--- config.mk ---
export PLATFORM = sky130hd
export DESIGN_NAME = mul_frame_acc
export DESIGN_NICKNAME = d
export VERILOG_FILES = /design/src/rtl/mul_frame_pkg.sv /design/src/rtl/tt_um_mul_addtree.sv /design/src/rtl/mul_frame_acc.sv
export SDC_FILE = /design/constraint.sdc
export NUM_CORES = 1
export LEC_CHECK = 0
export CORE_MARGIN = 1
export CORE_UTILIZATION = 45
export DETAILED_ROUTE_END_ITERATION = 10
export PLACE_DENSITY_LB_ADDON = 0.15
export SYNTH_ARGS = -nofsm -noshare
export SYNTH_HDL_FRONTEND = slang
export SYNTH_SLANG_ARGS = --single-unit
--- constraint.sdc ---
create_clock -name clk -period 3 [get_ports clk]
set_clock_uncertainty 0.2 [all_clocks]
set_input_delay 0.45 -clock clk [delete_from_list [all_inputs] [get_ports clk]]
set_output_delay 0.45 -clock clk [all_outputs]
set_load 0.03 [all_outputs]
--- src/rtl/mul_frame_pkg.sv ---
// Shared sizing and state encodings for the frame multiply-accumulate block.
package mul_frame_pkg;

    localparam int MUL_MAX_LEN = 16;
    // 16 * 225 = 3600 fits in 12 bits.
    localparam int MUL_ACC_W   = 12;
    localparam int MUL_CNT_W   = 5;

    typedef enum logic [1:0] {
        ST_ACCUM = 2'd0,
        ST_DRAIN = 2'd1,
        ST_HOLD  = 2'd2
    } state_e;

endpackage

--- src/rtl/tt_um_mul_addtree.sv ---
// Combinational 4x4 unsigned multiplier built as a two-level add tree of partial products.
module tt_um_mul_addtree (
    input  logic [3:0] a,
    input  logic [3:0] b,
    output logic [7:0] p
);

    logic [7:0] pp0, pp1, pp2, pp3;
    logic [7:0] s01, s23;

    // Shifted partial products, summed pairwise and then together.
    always_comb begin
        pp0 = b[0] ? {4'b0000, a}        : 8'd0;
        pp1 = b[1] ? {3'b000, a, 1'b0}   : 8'd0;
        pp2 = b[2] ? {2'b00, a, 2'b00}   : 8'd0;
        pp3 = b[3] ? {1'b0, a, 3'b000}   : 8'd0;
        s01 = pp0 + pp1;
        s23 = pp2 + pp3;
        p   = s01 + s23;
    end

endmodule

--- src/rtl/mul_frame_acc.sv ---
// Frame multiply-accumulate: sums a*b over a frame of up to MAX_LEN beats
// through an operand / product / accumulate pipeline, then holds the result
// until the consumer takes it.
//
// state    | meaning
// ---------+--------------------------------------------------------------
// ACCUM    | accepting beats, products trickling into the accumulator
// DRAIN    | terminating beat accepted, waiting for it to reach the adder
// HOLD     | result valid and frozen until out_ready
module mul_frame_acc
    import mul_frame_pkg::*;
#(
    parameter int MAX_LEN = MUL_MAX_LEN,
    parameter int ACC_W   = MUL_ACC_W
) (
    input  logic                 clk,
    input  logic                 rst,
    input  logic                 in_valid,
    output logic                 in_ready,
    input  logic [3:0]           in_a,
    input  logic [3:0]           in_b,
    input  logic                 in_last,
    output logic                 out_valid,
    input  logic                 out_ready,
    output logic [ACC_W-1:0]     out_sum,
    output logic [MUL_CNT_W-1:0] out_count,
    output logic                 out_trunc
);

    state_e                 state_q, state_d;
    logic [3:0]             a_q, a_d, b_q, b_d;
    logic                   s1_vld_q, s1_vld_d, s1_term_q, s1_term_d;
    logic [7:0]             prod_q, prod_d;
    logic                   s2_vld_q, s2_vld_d, s2_term_q, s2_term_d;
    logic [ACC_W-1:0]       acc_q, acc_d;
    logic [MUL_CNT_W-1:0]   count_q, count_d;
    logic                   trunc_q, trunc_d;
    logic                   out_valid_q, out_valid_d;

    logic [7:0]             prod_w;
    logic                   accept;
    logic                   at_max;
    logic                   term;

    tt_um_mul_addtree u_mul (
        .a (a_q),
        .b (b_q),
        .p (prod_w)
    );

    // Ready only in ACCUM and never while reset is asserted.
    assign in_ready  = (state_q == ST_ACCUM) && !rst;
    assign out_valid = out_valid_q;
    assign out_sum   = acc_q;
    assign out_count = count_q;
    assign out_trunc = trunc_q;

    // Next-state: pipeline advance, accumulate, and frame sequencing.
    always_comb begin
        accept = in_valid && in_ready;
        at_max = (count_q == MUL_CNT_W'(MAX_LEN - 1));
        term   = in_last || at_max;

        state_d     = state_q;
        a_d         = a_q;
        b_d         = b_q;
        count_d     = count_q;
        trunc_d     = trunc_q;
        out_valid_d = out_valid_q;

        s1_vld_d  = accept;
        s1_term_d = accept && term;
        if (accept) begin
            a_d = in_a;
            b_d = in_b;
        end

        s2_vld_d  = s1_vld_q;
        s2_term_d = s1_term_q;
        prod_d    = s1_vld_q ? prod_w : prod_q;

        acc_d = s2_vld_q ? (acc_q + ACC_W'(prod_q)) : acc_q;

        case (state_q)
            ST_ACCUM: begin
                if (accept) begin
                    count_d = count_q + MUL_CNT_W'(1);
                    if (term) begin
                        // A frame closed by length alone is truncated; in_last wins on the last slot.
                        trunc_d = !in_last;
                        state_d = ST_DRAIN;
                    end
                end
            end
            ST_DRAIN: begin
                if (s2_vld_q && s2_term_q) begin
                    out_valid_d = 1'b1;
                    state_d     = ST_HOLD;
                end
            end
            ST_HOLD: begin
                if (out_ready) begin
                    out_valid_d = 1'b0;
                    acc_d       = '0;
                    count_d     = '0;
                    trunc_d     = 1'b0;
                    state_d     = ST_ACCUM;
                end
            end
            default: state_d = ST_ACCUM;
        endcase
    end

    // All state registers with synchronous reset.
    always_ff @(posedge clk) begin
        if (rst) begin
            state_q     <= ST_ACCUM;
            a_q         <= '0;
            b_q         <= '0;
            s1_vld_q    <= 1'b0;
            s1_term_q   <= 1'b0;
            prod_q      <= '0;
            s2_vld_q    <= 1'b0;
            s2_term_q   <= 1'b0;
            acc_q       <= '0;
            count_q     <= '0;
            trunc_q     <= 1'b0;
            out_valid_q <= 1'b0;
        end else begin
            state_q     <= state_d;
            a_q         <= a_d;
            b_q         <= b_d;
            s1_vld_q    <= s1_vld_d;
            s1_term_q   <= s1_term_d;
            prod_q      <= prod_d;
            s2_vld_q    <= s2_vld_d;
            s2_term_q   <= s2_term_d;
            acc_q       <= acc_d;
            count_q     <= count_d;
            trunc_q     <= trunc_d;
            out_valid_q <= out_valid_d;
        end
    end

endmodule

-- Yosys cells after proc, flatten, opt, wreduce, memory -nomap -nowiden
Cells that the tools add are included.
- word-level logic and storage cells: 59
- flip-flop bits (word level): 41
- input bits: 13
- output and inout bits: 20
- muxes and demuxes: 21
- equal/unequal tests: 7
- reductions and logical operators: 14
- $add $sub $neg: 5
- operators with widths (operator ; count):
    $mux 12 ; 3
    $add 8x8->8 ; 3
    $mux 5 ; 3
    $add 12x8->12 ; 1
    $pmux 5 s2 ; 1
    $mux 2 ; 4
    $ne 2x2->1 const B ; 4
    $reduce_and 4->1 ; 2
    $mux 7 ; 1
    $mux 6 ; 1
    $pmux 2 s3 ; 1
    $reduce_and 3->1 ; 2
    $add 5x1->5 const B ; 1
    $eq 5x4->1 const B ; 1
    $logic_and 1x1->1 ; 4
    $mux 1 ; 4
    $mux 4 ; 1
    $pmux 1 s2 ; 2
    $reduce_bool 2->1 ; 2
    $eq 2x1->1 const B ; 1
    $eq 2x2->1 const B ; 1
    $logic_not 1->1 ; 2
    $logic_not 2->1 ; 1
    $logic_or 1x1->1 ; 1

-- Longest topological paths before layout
Gate-level depths: netlist of run 1.
- depth in word-level cells: 5
- gate-level depth with buffers: 11
- depth with buffers taken out: 11

-- Hierarchy
From an unflattened synthesis of run 1, not the netlist that was laid out.
- cell total of the unflattened synthesis: 272
- area, all modules: 2408.6 um^2
- modules (own cells, without submodules) (module ; cells each ; seq. area each (um^2) ; instances ; area an instance (um^2)):
    mul_frame_acc ; 230 ; 820.8 ; 1 ; 2023.2
    tt_um_mul_addtree ; 42 ; 0.0 ; 1 ; 385.4

-- Least setup slack after synthesis of run 1
OpenSTA, ideal clock, no wires.
- path kind: flip-flop to flip-flop
- start point: register a_q[0]
- end point: register prod_q[7]
- library setup time: 116 ps
- path slack: 69 ps
- cell stages (with the launch flop): 11
- arrival time: 2614 ps
- required time: 2684 ps
- period minus slack after synthesis: 2931 ps
- path buffers: 0
- path through: dfxtp_1 and2_1 fa_1 fa_1 ha_1 inv_1 fa_1 nor2b_1 o21a_1 o21ai_0 a31o_2
- word-level cells in the longest chain between the ends: 3
- elaborated cells between the ends (all ways): 7
- classes of those cells: 3 x add/sub; 4 x mux
- ends and longest elaborated chain (item ; RTL line ; source):
    start: declaration ; mul_frame_acc.sv:31 ; logic [3:0] a_q, a_d, b_q, b_d;
    start signal: assignment ; mul_frame_acc.sv:118 ; a_q <= '0;
    start signal: assignment ; mul_frame_acc.sv:131 ; a_q <= a_d;
    $mux 4, or another cell as far along ; tt_um_mul_addtree.sv:13 ; pp0 = b[0] ? {4'b0000, a} : 8'd0;
    $add 8x8->8 (on tied branches) ; tt_um_mul_addtree.sv:17, tt_um_mul_addtree.sv:18 ;
    $add 8x8->8 * ; tt_um_mul_addtree.sv:19 ; p = s01 + s23;
    end signal: assignment ; mul_frame_acc.sv:135 ; prod_q <= prod_d;
    end: declaration ; mul_frame_acc.sv:33 ; logic [7:0] prod_q, prod_d;
Every way passes the cells marked *; elsewhere a longest branch is shown, timed or not.
A chain may end at the register's enable or synchronous reset.

-- Final worst setup path of run 1
- start point: register a_q[1]
- end point: register prod_q[7]
The elaborated chain is that of the path after synthesis.

==> Flow_metrics.wiki, run 1 <==
{| class="wikitable"
! Metric !! Value
|-
| Combined global-route utilization of all metal layers || 0.203
|-
| DR WL/cell || roughly 13 um
|-
| Number of sinks handled by clock tree synthesis || 41
|-
| Netlist cell types || 44
|-
| Crit Path Category || flip-flop to flip-flop
|-
| Unrepaired setup endpoints after global routing || yes
|-
| Leakage || 0.00131 uW
|-
| Largest net degree at the start of global routing || 28
|-
| # H-tree levels || 2
|-
| Count of final setup violators || 0
|-
| IR drop worst, VDD || 0.000264 V
|-
| DR pass1 iterations || 4
|-
| Die Ht || 74.3 um
|-
| Routed Wire Length || 4920 um
|-
| Clock network latency to the later pin of the worst-skew pair || 290 ps
|-
| Sequential area share after synthesis || 0.349
|-
| Fraction of final layout cells sized beyond drive strength 1 || 0.106
|-
| HPWL after detailed placement || 3690 um
|-
| Starting density of the core || 0.482
|-
| Library cell with the largest summed area after synthesis || dfxtp_1
|-
| Placement row count || 25
|-
| Final hold violation count || 0
|-
| Residual DRC count || 0
|-
| Residual antenna-violating net count after detailed routing || 0
|-
| Fraction of synthesis flops using an asynchronous set or reset pin || 0
|-
| Least-Margin Pin Slew || 429 ps
|-
| Count of routing violations after the opening detailed-route iteration || between 80 and 90
|-
| Critical Path Source Type || flip-flop
|-
| Nature of the critical path endpoint || flip-flop
|-
| TritonCTS clock tree || yes
|-
| Warning count from the yosys run || 0
|-
| Class of the most critical hold timing path || flip-flop to flip-flop
|-
| Width of the die || 74.3 um
|-
| Synth top area cells || dfxtp_1 (35%), ha_1 (11%), fa_1 (5.1%)
|-
| Maximum buffer depth of the clock tree || 2
|-
| Critical path data arrival time || between 2000 and 3000 ps
|-
| Status || finished clean
|-
| Final Cycle Share || 0.987
|-
| # fillers || 452
|-
| Top flip-flop cell by instance count after synthesis || dfxtp_1
|-
| Post-synth design cell area || 2350 um^2
|-
| Aggregate negative setup slack || 0 ps
|-
| Final cell count without fillers || 377
|-
| Max cap viols || 0
|-
| Clock-pin slew on the worst setup and hold paths || 80 ps
|-
| Global-route wire length before repair || 8510 um
|-
| RD Place Congestion || 0.871
|-
| Largest fanout on the critical path || 4
|-
| Nets@finish || 348
|-
| # hold bufs at CTS || 0
|-
| Number of nets produced by synthesis || 306
|-
| Syn-to-layout area delta || 25.1%
|-
| Final-layout worst hold slack || between 200 and 250 ps
|-
| Number of antenna violations at the first check in global routing || 0
|-
| PortBufs || 32
|-
| Cells after synthesis || about 270
|-
| Upper clock frequency limit || 338 MHz
|-
| Worst reg2reg setup slack || 40 ps
|-
| Clock root buffer || clkbuf_8
|-
| Antenna cell count || 0
|-
| Via density || 5.21
|-
| Post-placement cell count || 367
|-
| Die footprint || 5520 um^2
|-
| Share of the synthesized area in the top cell type || 0.349
|-
| Number of global-route vias before repair || 1,857
|-
| Cell with the most instances after synthesis || dfxtp_1
|-
| Flop and latch count out of synthesis || 41
|-
| CORE AREA || 4880 um^2
|-
| Total power of the final layout || 1170 uW
|-
| Max-slew headroom || 0.713
|-
| Clock period minus final worst setup slack || ~3000 ps
|-
| Post-layout util || 0.603
|-
| PD cells || 399 nW/um^2
|-
| Number of enable flip-flop cells after synthesis || 0
|-
| Vias after detailed routing || 1,965
|-
| Number of clock buffers inserted by TritonCTS || 5
|-
| Mean post-synth cell area || around 9 um^2
|-
| Most used standard cells in the synthesized netlist || dfxtp_1 (41), nand2_1 (30), ha_1 (20)
|-
| Total congestion overflow || 0
|-
| Required arrival time at the worst endpoint || 3000 ps
|-
| I/O pin total || 33
|-
| Count of final max-slew check failures || 0
|}
[state kept, by name, summed over array words and instances (netlist names)]
name and flops:
out_sum 12, prod_q 8, out_count 5, a_q 4
b_q 4, state_q 2, out_trunc 1, out_valid 1
s1_term_q 1, s1_vld_q 1, s2_term_q 1, s2_vld_q 1
[cell usage in the layout (no fill, tap or decap), drive strengths merged, types with 8 or more instances in the layout]
master | synthesis | final
inv | 13 | 13
nand3 | 11 | 11
nand3b | 10 | 10
dfxtp | 41 | 41
nor2 | 17 | 17
o21ai | 10 | 10
buf | 2 | 12
mux2i | 8 | 8
ha | 20 | 20
clkdlybuf4s50 | 0 | 32
nand2 | 30 | 30
and2 | 12 | 12
a21oi | 13 | 13
[logic make-up after synthesis]
| group | share of synthesized area |
|---|---|
| and+or+nand+nor | 0.258 |
| AOI/OAI and AO/OA | 0.140 |
| DFF | 0.349 |
| adders and majority gates | 0.158 |
| buffers and inverters | 0.0383 |
| muxes | 0.0389 |
| xor gates and xnor gates | 0.0186 |
[where the power goes]
group	total (uW)	internal (uW)	switching, uW	leakage [uW]
combinational	126	60.8	64.8	0.000913
sequential	579	562	16.9	0.000335
clock	469	271	198	0.0000574
total	1170	893	280	0.00131
[worst max-delay path, stage by stage (launching register included)]
cell	delay, ps
dfxtp_2	340
and2_4	160
fa_1	560
fa_1	420
ha_2	190
inv_2	60
fa_2	190
nor2b_1	50
o21a_1	190
or3_1	310
a31o_2	200
[what timing repair did]
item                       4_1_cts  5_1_grt
pin swaps                        1        5
buffers inserted                 1        1
setup endpoints to repair        1        2
gates resized for setup          3        6
[per-layer routing]
metal,global-route usage,share of wire,vias up
li1,-,-,1021
met4,0.0881,0.016,0
met5,0,0,-
met1,0.270,0.49,900
met3,0.0325,0.032,5
met2,0.325,0.46,39
[final cells by class]
cell class	count	area (um^2)	share of cell area
multi-input cells	203	1450	0.492
flip-flops and latches	41	826	0.281
repair buffers	44	410	0.140
well taps	67	83.8	0.0285
clock buffers	6	82.6	0.0281
inverters	14	53.8	0.0183
clock inverters	2	37.5	0.0128
[per-stage QoR]
step | worst slack (ps) | instance area, um^2
finish | 37.9 | 2940
global route | -73.4 | 2940
CTS | 1.10 | 2930
detailed placement | -28.7 | 2790
global placement | 53.9 | 2790
floorplan | 69.5 | 2350
[path summary, 6_finish.rpt]
path / startpoint / end / cells after the start
worst max-delay path: a_q[1] / prod_q[7] / 10
worst min-delay path: s1_term_q / s2_term_q / 1
worst max register to register: a_q[1] / prod_q[7] / 10
worst min register to register: s1_term_q / s2_term_q / 1
Power figures use the tool's default switching activity.
==> inputs of run 2 (changes only) <==
--- a/config.mk
+++ b/config.mk
@@ -5,8 +5,10 @@
 export SDC_FILE = /design/constraint.sdc
 export NUM_CORES = 1
 export LEC_CHECK = 0
+export CELL_PAD_IN_SITES_DETAIL_PLACEMENT = 1
+export CELL_PAD_IN_SITES_GLOBAL_PLACEMENT = 1
 export CORE_MARGIN = 1
-export CORE_UTILIZATION = 45
+export CORE_UTILIZATION = 37
 export DETAILED_ROUTE_END_ITERATION = 10
 export PLACE_DENSITY_LB_ADDON = 0.15
 export SYNTH_ARGS = -nofsm -noshare
==> Flow_metrics.wiki, run 2 (synthesized netlist as in run 1, its figures left out) <==
{| class="wikitable"
! Metric !! Value
|-
| Status || finished clean (unchanged)
|-
| Total congestion overflow || 0 (unchanged)
|-
| Critical path data arrival time || 2940 ps (was 2960 ps)
|-
| Syn-to-layout area delta || 22.9% (was 25.1%)
|-
| DR pass1 iterations || 4 (unchanged)
|-
| Count of final setup violators || 0 (unchanged)
|-
| Switch Pwr || 289 uW (was 280 uW)
|-
| PortBufs || 32 (unchanged)
|-
| Cell family contributing the most delay on the critical path || adder cells (unchanged)
|-
| Count of buffering cells on the critical path with inverters included || 1 (unchanged)
|-
| Buffers inserted by post-CTS timing repair || 0 (was 1)
|-
| Count of final max-slew check failures || 0 (unchanged)
|-
| Nets@finish || 343 (was 348)
|-
| Total power of the final layout || 1090 uW (was 1170 uW)
|-
| Reg area || 827 um^2 (was 826 um^2)
|-
| Unrepaired setup endpoints after global routing || yes (unchanged)
|-
| Highest-count cells in the layout ignoring fill and taps || dfxtp_1 (36), clkdlybuf4s50_1 (31), nand2_1 (30) (was dfxtp_1 (37), clkdlybuf4s50_1 (32), nand2_1 (30))
|-
| Global-route wire length before repair || 9090 um (was 8510 um)
|-
| Die Ht || 81.7 um (was 74.3 um)
|-
| Max cap viols || 0 (unchanged)
|-
| Largest fanout on the critical path || 3 (was 4)
|-
| Number of flip-flops under the largest register name || 12 (unchanged)
|-
| Residual antenna-violating net count after detailed routing || 0 (unchanged)
|-
| Master of the slowest instance on the critical path || fa_1 (unchanged)
|-
| Area occupied by multi-input gates || 1450 um^2 (unchanged)
|-
| CORE AREA || 6030 um^2 (was 4880 um^2)
|-
| Final Cycle Share || 0.983 (was 0.987)
|-
| Required arrival time at the worst endpoint || 2990 ps (was 3000 ps)
|-
| Routed Wire Length || 5340 um (was 4920 um)
|-
| # fillers || 727 (was 452)
|-
| Pre-CTS setup slack || -17.3 ps (was -28.7 ps)
|-
| Placement row count || 28 (was 25)
|-
| # hold bufs at CTS || 0 (unchanged)
|-
| Aggregate negative setup slack || 0 ps (unchanged)
|-
| Nature of the critical path endpoint || flip-flop (unchanged)
|-
| Vias after detailed routing || 1,973 (was 1,965)
|-
| Comb pwr share || 0.109 (was 0.107)
|-
| Residual DRC count || 0 (unchanged)
|-
| Worst reg2reg setup slack || 50 ps (was 40 ps)
|-
| Cells traversed along the worst timing path || and2_4, fa_1, fa_1, ha_2, inv_2, fa_2, nor2b_1, o21a_1, or3_1, a31o_2 (unchanged)
|-
| Fraction of final layout cells sized beyond drive strength 1 || 0.0984 (was 0.106)
|-
| TritonCTS clock tree || yes (unchanged)
|-
| DR WL/cell || 14.0 um (was 13.0 um)
|-
| HPWL after detailed placement || 4000 um (was 3690 um)
|-
| RD Place Congestion || 0.763 (was 0.871)
|-
| Die footprint || 6680 um^2 (was 5520 um^2)
|-
| Antenna cell count || 0 (unchanged)
|-
| Crit Path Category || flip-flop to flip-flop (unchanged)
|-
| Most common cell on crit path || fa_1 (unchanged)
|-
| Width of the die || 81.7 um (was 74.3 um)
|-
| Clock-pin slew on the worst setup and hold paths || 80 ps (about the same)
|-
| Count of routing violations after the opening detailed-route iteration || 42 (was 86)
|-
| Minimum setup slack in the final design || 50.2 ps (was 37.9 ps)
|-
| PD cells || 379 nW/um^2 (was 399 nW/um^2)
|-
| Maximum buffer depth of the clock tree || 2 (unchanged)
|-
| Number of clock buffers inserted by TritonCTS || 5 (unchanged)
|-
| Switching share of total power || 0.264 (was 0.239)
|-
| Least-Margin Pin Slew || 714 ps (was 429 ps)
|-
| Starting density of the core || 0.390 (was 0.482)
|-
| Cell-internal power || 806 uW (was 893 uW)
|-
| Clock network fraction of design power || 0.360 (was 0.400)
|-
| # H-tree levels || 2 (unchanged)
|-
| I/O pin total || 33 (unchanged)
|-
| Number of sinks handled by clock tree synthesis || 41 (unchanged)
|-
| Clock network latency to the later pin of the worst-skew pair || 300 ps (was 290 ps)
|-
| Class of the most critical hold timing path || flip-flop to flip-flop (unchanged)
|-
| Register share of total power || 0.532 (was 0.493)
|-
| Number of antenna violations at the first check in global routing || 0 (unchanged)
|-
| Final hold violation count || 0 (unchanged)
|-
| Number of global-route vias before repair || 1,976 (was 1,857)
|-
| Upper clock frequency limit || 339 MHz (was 338 MHz)
|-
| Most frequent standard cell in the layout excluding fill and tap cells || dfxtp_1 (unchanged)
|-
| Leakage || 0.00127 uW (was 0.00131 uW)
|-
| IR drop worst, VDD || 0.000222 V (was 0.000264 V)
|-
| Via density || 5.19 (was 5.21)
|-
| Clock root buffer || clkbuf_8 (unchanged)
|-
| Max-slew headroom || 0.523 (was 0.713)
|-
| Clock period minus final worst setup slack || 2950 ps (was 2960 ps)
|-
| Critical Path Source Type || flip-flop (unchanged)
|-
| Largest net degree at the start of global routing || 30 (was 28)
|-
| Combined global-route utilization of all metal layers || 0.177 (was 0.203)
|-
| Stage delay of the slowest cell on the critical path || 550 ps (was 560 ps)
|}
-- run 2: changes by cell type in the layout (fill, tap and decap cells not counted), sizes merged --
cell	delta
clkdlybuf4s50	-1
bufinv	-1
clkinvlp	-1
clkinv	+2
buf	-4
-- run 2: metrics by stage --
stage,hold slack [ps],cells,instance area (um^2),util
final,254,380,2890,0.479
after CTS,259,380,2880,0.478
after detailed placement,246,372,2780,0.461
after global placement,219,372,2780,0.461
after global routing,268,380,2890,0.479
after floorplan,214,267,2350,-
-- run 2: cell type report --
| type | instances | area share |
|---|---|---|
| repair buffers | 39 | 0.128 |
| inverters | 14 | 0.0186 |
| well taps | 75 | 0.0325 |
| clock inverters | 2 | 0.00476 |
| multi-input cells | 203 | 0.501 |
| flip-flops and latches | 41 | 0.286 |
| clock buffers | 6 | 0.0286 |
-- run 2: what timing repair did --
item | CTS | global route
gates cloned | 0 | 0
setup endpoints to repair | 1 | 1
gates resized for setup | 3 | 7
pin swaps | 1 | 5
-- run 2: power by group through the flow --
stage	clock network (uW)	registers, uW	logic [uW]
3_5_place_dp	0	593	119
5_1_grt	424	585	133
3_3_place_gp	0	593	117
4_1_cts	407	581	120
2_1_floorplan	0	594	66.1
6_report	394	582	119
-- run 2: path summary, 6_finish.rpt --
check | from | end | cells after the start
max reg2reg | a_q[0] | prod_q[7] | 10
min reg2reg | s1_term_q | s2_term_q | 1
min | s1_term_q | s2_term_q | 1
max | a_q[0] | prod_q[7] | 10
-- run 2: routing by layer --
layer	part of all wire	GRT usage	wire length, um
met4	0.010	0.0526	55
met2	0.47	0.303	2510
met3	0.024	0.0333	126
met1	0.49	0.226	2640
met5	0	0	0
==> inputs of run 3 (changes only) <==
--- a/config.mk
+++ b/config.mk
@@ -10,7 +10,9 @@
 export CORE_MARGIN = 1
 export CORE_UTILIZATION = 37
 export DETAILED_ROUTE_END_ITERATION = 10
+export GPL_ROUTABILITY_DRIVEN = 0
 export PLACE_DENSITY_LB_ADDON = 0.15
+export SKIP_CTS_REPAIR_TIMING = 1
 export SYNTH_ARGS = -nofsm -noshare
 export SYNTH_HDL_FRONTEND = slang
 export SYNTH_SLANG_ARGS = --single-unit
==> Flow_metrics.wiki, run 3 (synthesized netlist as in run 1, its figures left out) <==
{| class="wikitable"
! Metric !! Value
|-
| Status || finished clean (unchanged)
|-
| Number of antenna violations at the first check in global routing || 0 (unchanged)
|-
| TritonCTS clock tree || yes (unchanged)
|-
| Number of clock buffers inserted by TritonCTS || 5 (unchanged)
|-
| Required arrival time at the worst endpoint || 2990 ps (about the same)
|-
| # H-tree levels || 2 (unchanged)
|-
| Highest-count cells in the layout ignoring fill and taps || dfxtp_1 (38), clkdlybuf4s50_1 (31), nand2_1 (30) (was dfxtp_1 (36), clkdlybuf4s50_1 (31), nand2_1 (30))
|-
| Number of flip-flops under the largest register name || 12 (unchanged)
|-
| Residual DRC count || 0 (unchanged)
|-
| Least-Margin Pin Slew || 711 ps (was 714 ps)
|-
| PortBufs || 32 (unchanged)
|-
| Worst reg2reg setup slack || 40 ps (was 50 ps)
|-
| Class of the most critical hold timing path || flip-flop to flip-flop (unchanged)
|-
| Upper clock frequency limit || 338 MHz (was 339 MHz)
|-
| Global-route wire length before repair || 9090 um (about the same)
|-
| Launch point of the critical path || a_q[2] (was a_q[0])
|-
| Max-slew headroom || 0.524 (was 0.523)
|-
| DR WL/cell || 14.0 um (about the same)
|-
| Maximum buffer depth of the clock tree || 2 (unchanged)
|-
| Hold path endpoint || s2_term_q (unchanged)
|-
| Max cap viols || 0 (unchanged)
|-
| IR drop worst, VDD || 0.000223 V (was 0.000222 V)
|-
| Minimum setup slack in the final design || 39.6 ps (was 50.2 ps)
|-
| Clock root buffer || clkbuf_8 (unchanged)
|-
| Unrepaired setup endpoints after global routing || yes (unchanged)
|-
| Fraction of final layout cells sized beyond drive strength 1 || 0.0948 (was 0.0984)
|-
| Critical path data arrival time || 2950 ps (was 2940 ps)
|-
| Most frequent standard cell in the layout excluding fill and tap cells || dfxtp_1 (unchanged)
|-
| FF-to-FF Start || a_q[2] (was a_q[0])
|-
| Hold_sp || s1_term_q (unchanged)
|-
| Endpoint of the worst-slack reg-to-reg timing path || prod_q[7] (unchanged)
|-
| Antenna cell count || 0 (unchanged)
|-
| Vias after detailed routing || 1,984 (was 1,973)
|-
| Die Ht || 81.7 um (unchanged)
|-
| Starting density of the core || 0.390 (unchanged)
|-
| Syn-to-layout area delta || 23.1% (was 22.9%)
|-
| Residual antenna-violating net count after detailed routing || 0 (unchanged)
|-
| Width of the die || 81.7 um (unchanged)
|-
| Pre-CTS setup slack || -17.3 ps (unchanged)
|-
| Final hold violation count || 0 (unchanged)
|-
| Combined global-route utilization of all metal layers || 0.177 (about the same)
|-
| Nature of the critical path endpoint || flip-flop (unchanged)
|-
| Critical Path Source Type || flip-flop (unchanged)
|-
| Clock-pin slew on the worst setup and hold paths || 80 ps (about the same)
|-
| Count of final setup violators || 0 (unchanged)
|-
| Clock period minus final worst setup slack || 2960 ps (was 2950 ps)
|-
| Count of routing violations after the opening detailed-route iteration || 41 (was 42)
|-
| Number of sinks handled by clock tree synthesis || 41 (unchanged)
|-
| Nets@finish || 344 (was 343)
|-
| DR pass1 iterations || 4 (unchanged)
|-
| Clock network latency to the later pin of the worst-skew pair || 300 ps (about the same)
|-
| Worst hold path depth || 1 (unchanged)
|-
| Final Cycle Share || 0.987 (was 0.983)
|-
| Final-layout worst hold slack || 254 ps (about the same)
|-
| Via density || 5.21 (was 5.19)
|-
| PD cells || 378 nW/um^2 (was 379 nW/um^2)
|-
| Number of cell instances on the worst register-to-register path || 10 (unchanged)
|-
| Number of global-route vias before repair || 1,995 (was 1,976)
|-
| I/O pin total || 33 (unchanged)
|-
| Largest fanout on the critical path || 5 (was 3)
|-
| CORE AREA || 6030 um^2 (unchanged)
|-
| Total congestion overflow || 0 (unchanged)
|-
| Leakage || 0.00128 uW (was 0.00127 uW)
|-
| Routed Wire Length || 5330 um (was 5340 um)
|-
| Largest net degree at the start of global routing || 30 (unchanged)
|-
| Crit Path Category || flip-flop to flip-flop (unchanged)
|-
| Placement row count || 28 (unchanged)
|-
| Post-layout util || 0.480 (was 0.479)
|-
| Die footprint || 6680 um^2 (unchanged)
|-
| Count of final max-slew check failures || 0 (unchanged)
|-
| HPWL after detailed placement || 4000 um (unchanged)
|}
## run 3: per-layer routing
| layer | routed length, um | up-vias | global-route usage |
|---|---|---|---|
| li1 | - | 1014 | - |
| met1 | 2640 | 941 | 0.222 |
| met2 | 2510 | 23 | 0.307 |
| met3 | 130 | 6 | 0.0333 |
| met4 | 55 | 0 | 0.0526 |
| met5 | 0 | - | 0 |
## run 3: worst max-delay path by stage
| stage | endpoint | slack [ps] | depth (start not counted) |
|---|---|---|---|
| final | prod_q[7] | 40 | 10 |
| after global routing | prod_q[7] | -40 | 10 |
| after CTS | prod_q[7] | -20 | 10 |
| after detailed placement | prod_q[7] | -20 | 10 |
| after global placement | prod_q[7] | 40 | 10 |
| after floorplan | prod_q[7] | 70 | 10 |
## run 3: per-stage QoR
stage	area, um^2	total power (uW)	setup TNS [ps]	instances
2_1_floorplan	2350	660	0	267
3_3_place_gp	2780	710	0	372
3_5_place_dp	2780	712	-17.3	372
4_1_cts	2880	1110	-23.0	380
5_1_grt	2890	1140	-36.3	381
6_report	2890	1090	0	381
## run 3: where the power goes
part | internal (uW) | switching [uW] | total (uW) | leakage [uW]
sequential | 562 | 19.2 | 581 | 0.000334
combinational | 57.6 | 63.0 | 121 | 0.000894
clock | 187 | 205 | 392 | 0.0000512
## run 3: area by class of cell
class,instances,area [um^2]
Fill cell,725,3130
Multi-Input combinational cell,203,1450
Sequential cell,41,825
Timing Repair Buffer,40,378
Tap cell,75,93.8
Clock buffer,6,82.6
Inverter,14,53.8
Clock inverter,2,13.8
## run 3: critical path, cell delays in order (launching register included)
cell and delay (ps):
dfxtp_2 340, and2_4 160, fa_1 550, fa_1 420
ha_2 190, inv_2 60, fa_2 210, nor2b_1 50
o21a_1 190, or3_1 300, a31o_2 200
